<file path="config.mk">
export PLATFORM = sky130hd
export DESIGN_NAME = bscan_chan_fifo_bridge_flat
export DESIGN_NICKNAME = d
export VERILOG_FILES = /design/src/rtl/bscan_pkg.sv /design/src/rtl/bscan_chan_fifo_bridge_if.sv /design/src/rtl/bscan_sync_fifo.sv /design/src/rtl/bscan_chan_fifo_bridge.sv /design/src/flat_wrapper.sv
export SDC_FILE = /design/constraint.sdc
export NUM_CORES = 1
export LEC_CHECK = 0
export CORE_MARGIN = 2
export CORE_UTILIZATION = 68
export DETAILED_ROUTE_END_ITERATION = 12
export DONT_BUFFER_PORTS = 1
export GPL_TIMING_DRIVEN = 0
export PLACE_DENSITY = 0.84
export SYNTH_ARGS = -nofsm -noshare
export SYNTH_HDL_FRONTEND = slang
export SYNTH_SLANG_ARGS = --single-unit
</file>
<file path="constraint.sdc">
create_clock -name CLK -period 5.6 [get_ports CLK]
set_input_delay 1.12 -clock CLK [delete_from_list [all_inputs] [get_ports CLK]]
set_output_delay 1.12 -clock CLK [all_outputs]
set_load 0.02 [all_outputs]
</file>
<file path="src/rtl/bscan_pkg.sv">
// Shared frame layout for the JTAG user-register channel bridge.
// Default payload/tag widths and the frame struct used at both FIFOs.
package bscan_pkg;

  localparam int BSCAN_WIDTH  = 32;
  localparam int BSCAN_CHAN_W = 2;
  localparam int FRAME_W      = 1 + BSCAN_CHAN_W + BSCAN_WIDTH;
  localparam int VALID_BIT    = 0;

  typedef struct packed {
    logic [BSCAN_WIDTH-1:0]  data;
    logic [BSCAN_CHAN_W-1:0] chan;
  } bscan_frame_t;

endpackage

</file>
<file path="src/rtl/bscan_chan_fifo_bridge_if.sv">
// Tagged-frame enq handshake between the bridge and core logic.
// master drives the frame and ENA, slave answers with RDY.
interface bscan_chan_fifo_bridge_if #(
  parameter int WIDTH  = 32,
  parameter int CHAN_W = 2
);

  logic              enq__ENA;
  logic [WIDTH-1:0]  enq_v;
  logic [CHAN_W-1:0] enq_chan;
  logic              enq__RDY;

  modport master (
    output enq__ENA,
    output enq_v,
    output enq_chan,
    input  enq__RDY
  );

  modport slave (
    input  enq__ENA,
    input  enq_v,
    input  enq_chan,
    output enq__RDY
  );

endinterface

</file>
<file path="src/rtl/bscan_sync_fifo.sv">
// Power-of-two synchronous FIFO with wrap-bit pointers.
// enq and deq may fire in the same cycle, including when full.
module bscan_sync_fifo #(
  parameter int W     = 8,
  parameter int DEPTH = 4,
  localparam int AW   = $clog2(DEPTH)
) (
  input  logic         clk,
  input  logic         rst,
  input  logic         enq,
  input  logic [W-1:0] din,
  input  logic         deq,
  output logic [W-1:0] dout,
  output logic         full,
  output logic         empty,
  output logic [AW:0]  level
);

  logic [W-1:0] mem [DEPTH];
  logic [AW:0]  wp;
  logic [AW:0]  rp;

  always_ff @(posedge clk) begin
    if (rst) begin
      wp <= '0;
      rp <= '0;
    end else begin
      if (enq) wp <= wp + (AW+1)'(1);
      if (deq) rp <= rp + (AW+1)'(1);
    end
  end

  // a full-FIFO write lands on the head slot only after it was read out
  always_ff @(posedge clk) begin
    if (enq) mem[wp[AW-1:0]] <= din;
  end

  assign dout  = mem[rp[AW-1:0]];
  assign level = wp - rp;
  assign empty = (wp == rp);
  assign full  = (level == (AW+1)'(DEPTH));

endmodule

</file>
<file path="src/rtl/bscan_chan_fifo_bridge.sv">
// JTAG user-DR bridge: scan register plus tx/rx frame FIFOs.
// Outbound head is popped only at update, so an aborted scan loses nothing.
module bscan_chan_fifo_bridge
  import bscan_pkg::*;
#(
  parameter int WIDTH  = BSCAN_WIDTH,
  parameter int CHAN_W = BSCAN_CHAN_W,
  parameter int DEPTH  = 4,
  parameter int CNT_W  = 8,
  localparam int PW    = CHAN_W + WIDTH,
  localparam int FW    = 1 + PW,
  localparam int LW    = $clog2(DEPTH) + 1
) (
  input  logic                     CLK,
  input  logic                     RST,
  bscan_chan_fifo_bridge_if.slave  toBscan,
  bscan_chan_fifo_bridge_if.master fromBscan,
  input  logic                     capture,
  input  logic                     shift,
  input  logic                     update,
  input  logic                     TDI,
  output logic                     TDO,
  output logic [LW-1:0]            tx_level,
  output logic [CNT_W-1:0]         ovf_count
);

  logic [FW-1:0] sr;
  logic          pend_pop;
  logic          do_cap, do_sh, do_up;

  logic [PW-1:0] tx_head, rx_head;
  logic          tx_full, tx_empty, tx_enq, tx_deq;
  logic          rx_full, rx_empty, rx_enq, rx_deq;
  logic          push_req, drop;
  logic [LW-1:0] rx_level;
  logic          unused_rx;

  assign do_cap = capture;
  assign do_sh  = shift & ~capture;
  assign do_up  = update & ~capture & ~shift;

  assign toBscan.enq__RDY = ~tx_full & ~RST;
  assign tx_enq = toBscan.enq__ENA & toBscan.enq__RDY;
  assign tx_deq = do_up & pend_pop;

  assign push_req = do_up & sr[VALID_BIT];
  assign rx_deq   = ~rx_empty & fromBscan.enq__RDY;
  assign rx_enq   = push_req & (~rx_full | rx_deq);
  assign drop     = push_req & rx_full & ~rx_deq;

  assign fromBscan.enq__ENA = rx_deq;
  assign fromBscan.enq_v    = rx_head[PW-1:CHAN_W];
  assign fromBscan.enq_chan = rx_head[CHAN_W-1:0];

  assign TDO       = sr[VALID_BIT];
  assign unused_rx = ^rx_level;

  always_ff @(posedge CLK) begin
    if (RST) begin
      sr <= '0;
    end else if (do_cap) begin
      sr <= tx_empty ? '0 : {tx_head, 1'b1};
    end else if (do_sh) begin
      sr <= {TDI, sr[FW-1:1]};
    end
  end

  always_ff @(posedge CLK) begin
    if (RST) begin
      pend_pop <= 1'b0;
    end else if (do_cap) begin
      pend_pop <= ~tx_empty;
    end else if (do_up) begin
      pend_pop <= 1'b0;
    end
  end

  always_ff @(posedge CLK) begin
    if (RST) begin
      ovf_count <= '0;
    end else if (drop && ovf_count != '1) begin
      ovf_count <= ovf_count + CNT_W'(1);
    end
  end

  bscan_sync_fifo #(.W(PW), .DEPTH(DEPTH)) u_tx (
    .clk   (CLK),
    .rst   (RST),
    .enq   (tx_enq),
    .din   ({toBscan.enq_v, toBscan.enq_chan}),
    .deq   (tx_deq),
    .dout  (tx_head),
    .full  (tx_full),
    .empty (tx_empty),
    .level (tx_level)
  );

  bscan_sync_fifo #(.W(PW), .DEPTH(DEPTH)) u_rx (
    .clk   (CLK),
    .rst   (RST),
    .enq   (rx_enq),
    .din   (sr[FW-1:1]),
    .deq   (rx_deq),
    .dout  (rx_head),
    .full  (rx_full),
    .empty (rx_empty),
    .level (rx_level)
  );

endmodule

</file>
<file path="src/flat_wrapper.sv">
// flat-port wrapper written by rule: the top's interface ports become plain ports
module bscan_chan_fifo_bridge_flat import bscan_pkg::*;
#(
  parameter int WIDTH  = BSCAN_WIDTH,
  parameter int CHAN_W = BSCAN_CHAN_W,
  parameter int DEPTH  = 4,
  parameter int CNT_W  = 8,
  localparam int PW    = CHAN_W + WIDTH,
  localparam int FW    = 1 + PW,
  localparam int LW    = $clog2(DEPTH) + 1
)
  (CLK, RST, capture, shift, update, TDI, TDO, tx_level, ovf_count, toBscan_enq__ENA, toBscan_enq_v, toBscan_enq_chan, toBscan_enq__RDY, fromBscan_enq__ENA, fromBscan_enq_v, fromBscan_enq_chan, fromBscan_enq__RDY);
  bscan_chan_fifo_bridge_if #(.WIDTH(WIDTH), .CHAN_W(CHAN_W)) toBscan_i ();
  bscan_chan_fifo_bridge_if #(.WIDTH(WIDTH), .CHAN_W(CHAN_W)) fromBscan_i ();
  input  logic CLK;
  input  logic RST;
  input  logic capture;
  input  logic shift;
  input  logic update;
  input  logic TDI;
  output logic TDO;
  output logic [LW-1:0] tx_level;
  output logic [CNT_W-1:0] ovf_count;
  input wire logic [$bits(toBscan_i.enq__ENA)-1:0] toBscan_enq__ENA;
  input wire logic [$bits(toBscan_i.enq_v)-1:0] toBscan_enq_v;
  input wire logic [$bits(toBscan_i.enq_chan)-1:0] toBscan_enq_chan;
  output wire logic [$bits(toBscan_i.enq__RDY)-1:0] toBscan_enq__RDY;
  output wire logic [$bits(fromBscan_i.enq__ENA)-1:0] fromBscan_enq__ENA;
  output wire logic [$bits(fromBscan_i.enq_v)-1:0] fromBscan_enq_v;
  output wire logic [$bits(fromBscan_i.enq_chan)-1:0] fromBscan_enq_chan;
  input wire logic [$bits(fromBscan_i.enq__RDY)-1:0] fromBscan_enq__RDY;
  assign toBscan_i.enq__ENA = toBscan_enq__ENA;
  assign toBscan_i.enq_v = toBscan_enq_v;
  assign toBscan_i.enq_chan = toBscan_enq_chan;
  assign toBscan_enq__RDY = toBscan_i.enq__RDY;
  assign fromBscan_enq__ENA = fromBscan_i.enq__ENA;
  assign fromBscan_enq_v = fromBscan_i.enq_v;
  assign fromBscan_enq_chan = fromBscan_i.enq_chan;
  assign fromBscan_i.enq__RDY = fromBscan_enq__RDY;
  bscan_chan_fifo_bridge #(.WIDTH(WIDTH), .CHAN_W(CHAN_W), .DEPTH(DEPTH), .CNT_W(CNT_W)) u_core (.CLK(CLK), .RST(RST), .toBscan(toBscan_i), .fromBscan(fromBscan_i), .capture(capture), .shift(shift), .update(update), .TDI(TDI), .TDO(TDO), .tx_level(tx_level), .ovf_count(ovf_count));
endmodule
</file>
Word-level counts from Yosys, hierarchy flattened
Memories as Yosys holds them, arrays and structs flattened. A register that Yosys moved wholly into a read port is not among the register bits. Index checks and enable logic that the tools add are counted.

Register bits after elaboration: 56. RAM bits: 272. Memories: 2.

Add/subtract/negate cells: 7. Equal/unequal tests: 5. Mux-type cells: 13. Bitwise gates (word level): 20. Reductions and logical operators: 3.

Memory list: u_core.u_rx.mem (depth 4, width 34, read ports 1, clocked after memory_dff 1, write ports 1, RTL line bscan_sync_fifo.sv:19) `logic [W-1:0] mem [DEPTH];`; u_core.u_tx.mem (depth 4, width 34, read ports 1, clocked after memory_dff 1, write ports 1, RTL line bscan_sync_fifo.sv:19).

Operators by type and width (count): 35-bit two-way mux (3); 3-bit by 1-bit adder with 3-bit output (second input constant) (4); 1-bit bitwise AND (11); 8-bit by 1-bit adder with 8-bit output (second input constant) (1); 2-bit two-way mux (4); 8-bit != test (second input constant) (1); 1-bit NOT (8); 3-bit equality test (2); 3-bit equality test (second input constant) (2); 1-bit two-way mux (6); 3-bit subtractor (2); 2-bit nonzero test (2); 1-bit logical AND (1); 1-bit OR (1).

Logic depth before layout (Yosys ltp)
Gate-level depths: netlist (run 1).

Depth after elaboration: 7. Mapped depth: 8.

Hierarchy
A second synthesis (run 1) with hierarchy kept.

Cells, all modules: 700. Area, all modules: 12891.1 um2.

Modules (own cells, without submodules): bscan_sync_fifo (times used 2, cells an instance 225, area each 5421.4 um2); bscan_chan_fifo_bridge (times used 1, cells an instance 250, area each 2048.2 um2).

Worst setup path after synthesis (run 1)
OpenSTA, ideal clock, no wires.

Path type: input -> register. Start point: input shift. End point: memory u_core.u_rx.mem[0][0] (netlist bit), enable pin. Arrival time: 2.956 ns. Slack: 2.249 ns. Stages: 5. Buffers on the path: 2. Cell sequence: clkbuf_1 > nor4bb_1 > and3_1 > clkbuf_1 > and2_1.

Longest elaborated chain between the ends: 6.

Ends and longest elaborated chain: start: declaration (RTL line flat_wrapper.sv:18) `input logic shift;`; 1-bit NOT (RTL line bscan_chan_fifo_bridge.sv:40) `assign do_up = update & ~capture & ~shift;`; 1-bit bitwise AND (RTL line bscan_chan_fifo_bridge.sv:40); 1-bit bitwise AND (RTL line bscan_chan_fifo_bridge.sv:46) `assign push_req = do_up & sr[VALID_BIT];`; 1-bit bitwise AND (RTL line bscan_chan_fifo_bridge.sv:48) `assign rx_enq = push_req & (~rx_full | rx_deq);`; 1-bit two-way mux (RTL line bscan_sync_fifo.sv:35) `if (enq) mem[wp[AW-1:0]] <= din;`; 1-bit two-way mux (not written as such) (RTL line bscan_sync_fifo.sv:35); end: declaration (RTL line bscan_sync_fifo.sv:19).

Every way passes these cells.

Worst setup path after layout (run 1)
Start point: register u_core.u_tx.wp[0]. End point: output toBscan_enq__RDY.

Longest elaborated chain between the ends: 4.

Ends and longest elaborated chain: start: declaration (RTL line bscan_sync_fifo.sv:20) `logic [AW:0] wp;`; start signal: assignment (RTL line bscan_sync_fifo.sv:28) `if (enq) wp <= wp + (AW+1)'(1);`; 3-bit subtractor (RTL line bscan_sync_fifo.sv:39) `assign level = wp - rp;`; via tx_level[2] (RTL line flat_wrapper.sv:22) `output logic [LW-1:0] tx_level;`; 3-bit equality test (RTL line bscan_sync_fifo.sv:41) `assign full = (level == (AW+1)'(DEPTH));`; 1-bit NOT (RTL line bscan_chan_fifo_bridge.sv:42) `assign toBscan.enq__RDY = ~tx_full & ~RST;`; 1-bit bitwise AND (RTL line bscan_chan_fifo_bridge.sv:42); end: declaration (RTL line flat_wrapper.sv:27) `output wire logic [$bits(toBscan_i.enq__RDY)-1:0] toBscan_enq__RDY;`.

The timed path passes the listed nets, and every way through them passes these cells.

==> impl_metrics.tcl, run 1 <==
set metrics [dict create \
    outcome "complete, no violations" \
    h-tree-depth 1 \
    cts-root-buf "clkbuf_16" \
    power.density_nw_per_um2 351 \
    ant_nets 0 \
    dr.pass1.iters 5 \
    clock_skew_ns 0.0160 \
    critPathArrivalTime_ns 2.56 \
    synth_nets 759 \
    hp-class "register to register" \
    ir_drop_mv 0.406 \
    grtUsageTotal 0.251 \
    required_ns 4.48 \
    cp-start-kind "register" \
    yosys-top-cells-area "edfxtp_1 64%, mux4_2 12%, dfxtp_1 9.5%" \
    vias_per_cell 6.53 \
    crit_fanout 4 \
    setup_tns_ns 0 \
    clockBufferDepth 3 \
    synth_ff_type "edfxtp_1" \
    ys_ff_latch 332 \
    tightest_slew_ns 0.939 \
    grt-ovfl-total 0 \
    fmax_mhz 271 \
    yosysTopAreaCellShare 0.643 \
    ctsResizeCount 0 \
    post-cts-setup-buffer-count 0 \
    path_cells "inv_1 > ha_1 > fa_1 > xor3_1 > a31oi_1" \
    place_congestion 0.854 \
    die_x_um 141 \
    slowest_stage "a31oi_1" \
    area_growth_pct 9.70 \
    max_slew_margin 0.374 \
    drt-total-wl_mm 24.2 \
    drtIter0Drc 535 \
    critPathMaxStageDelay_ns 0.49 \
    die_h_um 141 \
    dr_total_vias 6441 \
    clock_latency_ns 0.55 \
    path_clk_slew_ns 0.06 \
    cts.hold.buffers_added 0 \
    post-route-period-util 0.658 \
    grt_pass1_wl_mm 37.4 \
    dieArea_sq_um 19800 \
    diodes 0 \
    cts_num_sinks 332 \
    drv_slew 0 \
    portBuffers 0 \
    syn_inst 701 \
    finalPower_mw 4.89 \
    synthesis.area_sq_um 12700 \
    cts_buffers 31 \
    final_util 0.768 \
    cap_violations 0 \
    async_reset_ff_frac 0 \
    end_kind "output port" \
    crit_buf_inv 1 \
    ios 90 \
    wl_per_cell_um 24.6 \
    fillers 950 \
    rows 49 \
    ys_seq_area_frac 0.738 \
    synth.distinct_cells 43 \
    path_delay_family "adder cells" \
    timing.final.crit_period_ns 3.68 \
    yosys.area.top_type "edfxtp_1" \
    cts_tree "yes" \
    rsz0062_at_grt "false" \
    synth_edf_count 272 \
    dp_hpwl_mm 14.4 \
    start_util 0.700 \
    power.leakage_nw 4.47 \
    antenna_found_initial 0 \
    path_class "register to output port" \
    grt_max_degree 36 \
    first_global_vias 6681 \
    drive_gt1_frac 0.184 \
    yosys_warnings 0 \
    hold_viol 0 \
    drc 0 \
    nets 792 \
    core_region_area_sq_um 18100 \
    setup_viol 0 \
    syn_area_per_cell_sq_um 18.1 \
]
final timing paths:
kind                     start                endpoint  slack [ns]  cells past startpoint
max          u_core.u_tx.wp[0]        toBscan_enq__RDY        1.92                      5
min              u_core.sr[14]  u_core.u_rx.mem[0][13]        0.51                      0
max reg2reg  u_core.u_tx.wp[0]  u_core.u_tx.mem[3][15]        2.33                      6
min reg2reg      u_core.sr[14]  u_core.u_rx.mem[0][13]        0.51                      0
per-layer routing:
layer	vias up	track usage	share of wire
li1	2821	-	-
met1	3300	0.337	0.39
met2	273	0.418	0.50
met3	47	0.0662	0.080
met4	0	0.0642	0.022
met5	-	0	0
worst register-to-register path: stages (launching register included):
cell and delay [ns]:
dfxtp_1 0.39, inv_1 0.11, ha_1 0.24, fa_1 0.44
xor3_1 0.35, a311oi_4 0.48, and2_2 0.84
Yosys cell counts (all sizes together) (2+ instances only):
cell type and instances:
mux4 68, a21oi 73, a311oi 2, nor2b 3
clkbuf 27, nand2 6, nand4 3, a211oi 34
nand3 6, and3 5, nor3 2, mux2i 3
xor2 2, xnor2 8, buf 12, edfxtp 272
and2 8, dfxtp 60, nor2 23, a31oi 5
mux2 3, ha 15, inv 46, o21ai 2
a41oi 2
layout make-up:
type                    count  area [sq um]  area share
well taps                 229           287      0.0206
plain buffers              39           161      0.0116
clock buffers              43           821      0.0589
inverters                  46           173      0.0124
multi-input cells         284          3010       0.216
clock inverters            13           116     0.00835
flip-flops and latches    332          9370       0.672
power by group:
group | total [mW] | internal [mW] | switching, mW | leakage (nW)
logic | 0.175 | 0.0608 | 0.114 | 1.01
clock network | 1.95 | 1.11 | 0.842 | 0.463
registers | 2.76 | 2.72 | 0.0363 | 3.00
flip-flops by register name (all words and copies together), names as in the netlist, named ones only:
| name | count |
|---|---|
| u_core.ovf_count | 8 |
| u_core.pend_pop | 1 |
| u_core.sr | 35 |
| u_core.u_rx.mem | 136 |
| u_core.u_rx.rp | 3 |
| u_core.u_rx.wp | 3 |
| u_core.u_tx.mem | 136 |
| u_core.u_tx.rp | 3 |
| u_core.u_tx.wp | 3 |
stage by stage:
stage	hold slack [ns]	std cells	setup slack [ns]	cell area, sq um
2_1_floorplan	0.460	701	2.25	12700
3_3_place_gp	0.477	930	1.47	13000
3_5_place_dp	0.502	930	1.94	13000
4_1_cts	0.513	986	1.89	13900
5_1_grt	0.528	986	1.81	13900
6_report	0.507	986	1.92	13900
kinds of logic (layout without fill, tap and decap cells):
| family | count (synthesis) | count (layout) | share of synthesized area |
|---|---|---|---|
| buffers and inverters | 85 | 141 | 0.0263 |
| xor gates and xnor gates | 11 | 11 | 0.00877 |
| muxes | 74 | 74 | 0.126 |
| adders and majority gates | 16 | 16 | 0.0164 |
| AOI/OAI and AO/OA | 121 | 121 | 0.0593 |
| and+or+nand+nor | 62 | 62 | 0.0258 |
| DFF | 332 | 332 | 0.738 |
cell usage in the layout, fill, tap and decap left out, drive strengths merged, types with 2 or more instances in the layout:
master	count
xnor2	8
clkinv	10
a21oi	73
clkbuf	70
a311oi	2
and3	5
mux4	68
dfxtp	60
buf	12
nand2	6
nand3	6
o21ai	2
bufinv	2
a31oi	5
mux2	3
edfxtp	272
nor2b	3
ha	15
nand4	3
a211oi	34
nor3	2
nor2	23
xor2	2
mux2i	3
inv	47
a41oi	2
and2	8
Power figures use the tool's default switching activity.
==> run 2, diff against run 1 <==
CORE_UTILIZATION = 63   (was 68)
PLACE_DENSITY = 0.79   (was 0.84)
clock period = 3.55 ns   (was 5.6 ns; I/O delays follow)
==> run 2 against run 1 <==
Effect of this change:
- clock skew rose by 0.00087 ns
- first-iteration DRC count fell by 23%
- critical path depth did not move
- sequential power rose by 58%
- power rose by 59%
- flip-flop and latch count did not move
- setup slack got worse by 1.6 ns
- largest power group unchanged
- non-clock buffer count rose by 1
- critical path type unchanged
- die area rose by 7.7%
- combinational power rose by 54%
==> impl_metrics.tcl, run 2 (synthesized netlist as in run 1, its figures left out) <==
set metrics [dict create \
    p_seq_frac 0.560 \
    start_util 0.646 \
    path_class "register to output port" \
    clock_skew_ns 0.0169 \
    grtUsageTotal 0.221 \
    final.setup.worst_slack_ns 0.302 \
    ant_nets 0 \
    ir_drop_mv 0.542 \
    cp-start-kind "register" \
    power.leakage_nw 4.50 \
    clockBufferDepth 3 \
    dp_hpwl_mm 14.9 \
    fillers 1215 \
    p_switching_mw 1.56 \
    drv_slew 0 \
    area_growth_pct 10.5 \
    drtIter0Drc 412 \
    timing.final.crit_period_ns 3.25 \
    finalPower_mw 7.77 \
    cts.hold.buffers_added 0 \
    place_ws_ns 0.326 \
    first_global_vias 6524 \
    h-tree-depth 1 \
    rsz0062_at_grt "false" \
    required_ns 2.84 \
    mostFrequentLayoutCell "edfxtp_1" \
    grt_max_degree 36 \
    cts_tree "yes" \
    dr_total_vias 6287 \
    place_congestion 0.899 \
    portBuffers 0 \
    dieArea_sq_um 21300 \
    layout_common_cells "272 x edfxtp_1, 73 x a21oi_1, 68 x mux4_2" \
    drc 0 \
    antenna_found_initial 0 \
    cap_violations 0 \
    nets 793 \
    wl_per_cell_um 22.7 \
    tightest_slew_ns 0.914 \
    p_comb_frac 0.035 \
    vias_per_cell 6.15 \
    diodes 0 \
    fmax_mhz 308 \
    path_clk_slew_ns 0.06 \
    core_region_area_sq_um 19700 \
    drt-total-wl_mm 23.2 \
    setup_viol 0 \
    reg2reg_to "u_core.u_tx.mem[2][18]" \
    drive_gt1_frac 0.190 \
    dr.pass1.iters 6 \
    grt_pass1_wl_mm 36.3 \
    cts_num_sinks 332 \
    die_x_um 146 \
    die_h_um 146 \
    ctsResizeCount 0 \
    grt-ovfl-total 0 \
    outcome "complete, no violations" \
    critPathArrivalTime_ns 2.54 \
    reg2regPathDepth 6 \
    power.density_nw_per_um2 553 \
    timing.rr.start "u_core.u_tx.wp[0]" \
    p_int_mw 6.21 \
    whs_path_depth 0 \
    clock_latency_ns 0.55 \
    netSwitchingFraction 0.201 \
    max_slew_margin 0.391 \
    setup_tns_ns 0 \
    crit_fanout 4 \
    hp-class "input port to register" \
    cts-root-buf "clkbuf_16" \
    hold_viol 0 \
    ios 90 \
    post-cts-setup-buffer-count 0 \
    crit_start "u_core.u_tx.wp[0]" \
    reg2reg_slack_ns 0.34 \
    rows 51 \
    post-route-period-util 0.915 \
    crit_end "toBscan_enq__RDY" \
    cts_buffers 31 \
    end_kind "output port" \
    p_clk_frac 0.405 \
]
[run 2: cell types whose count changed in the layout (fill, tap and decap cells not counted), sizes merged]
cell | previous run | this run
buf | 12 | 13
inv | 47 | 49
clkbuf | 70 | 68
[run 2: critical path: stages, from the launching register on]
cell	delay (ns)
dfxtp_1	0.40
inv_1	0.11
ha_1	0.23
fa_1	0.43
xor3_1	0.34
a31oi_1	0.49
[run 2: area by class of cell]
| type | instances | area (sq um) | share of cell area |
|---|---|---|---|
| repair buffers | 1 | 20.0 | 0.00143 |
| inverters | 46 | 173 | 0.0123 |
| flip-flops and latches | 332 | 9370 | 0.667 |
| multi-input cells | 284 | 3010 | 0.214 |
| clock buffers | 41 | 843 | 0.0601 |
| clock inverters | 15 | 133 | 0.00945 |
| well taps | 265 | 332 | 0.0236 |
| plain buffers | 39 | 161 | 0.0115 |
[run 2: per-layer routing]
layer / vias up / share of wire / GRT usage
li1: 2823 / - / -
met1: 3208 / 0.41 / 0.304
met2: 213 / 0.50 / 0.366
met3: 43 / 0.075 / 0.0552
met4: 0 / 0.019 / 0.0515
met5: - / 0 / 0
[run 2: how the worst min path moves through the flow]
stage,end,startpoint
CTS,u_core.u_tx.mem[1][1],toBscan_enq_chan[1]
global route,u_core.u_tx.mem[1][2],toBscan_enq_v[0]
floorplan,u_core.u_rx.mem[0][10],u_core.sr[11]
finish,u_core.u_tx.mem[1][1],toBscan_enq_chan[1]
global placement,u_core.u_rx.mem[2][31],u_core.sr[32]
detailed placement,u_core.u_rx.mem[2][26],u_core.sr[27]
[run 2: power groups by stage]
stage	Sequential [mW]	Clock, mW	Combinational [mW]
final	4.35	3.15	0.270
after global routing	4.36	3.35	0.297
after CTS	4.35	3.18	0.270
after detailed placement	4.43	0	0.266
after global placement	4.42	0	0.256
after floorplan	4.41	0	0.206
[run 2: metrics by stage]
| step | instances | cell area, sq um | hold slack [ns] | utilization |
|---|---|---|---|---|
| floorplan | 701 | 12700 | 0.460 | - |
| global placement | 966 | 13000 | 0.476 | 0.663 |
| detailed placement | 967 | 13100 | 0.491 | 0.665 |
| CTS | 1023 | 14000 | 0.238 | 0.714 |
| global route | 1023 | 14000 | 0.234 | 0.714 |
| finish | 1023 | 14000 | 0.259 | 0.714 |
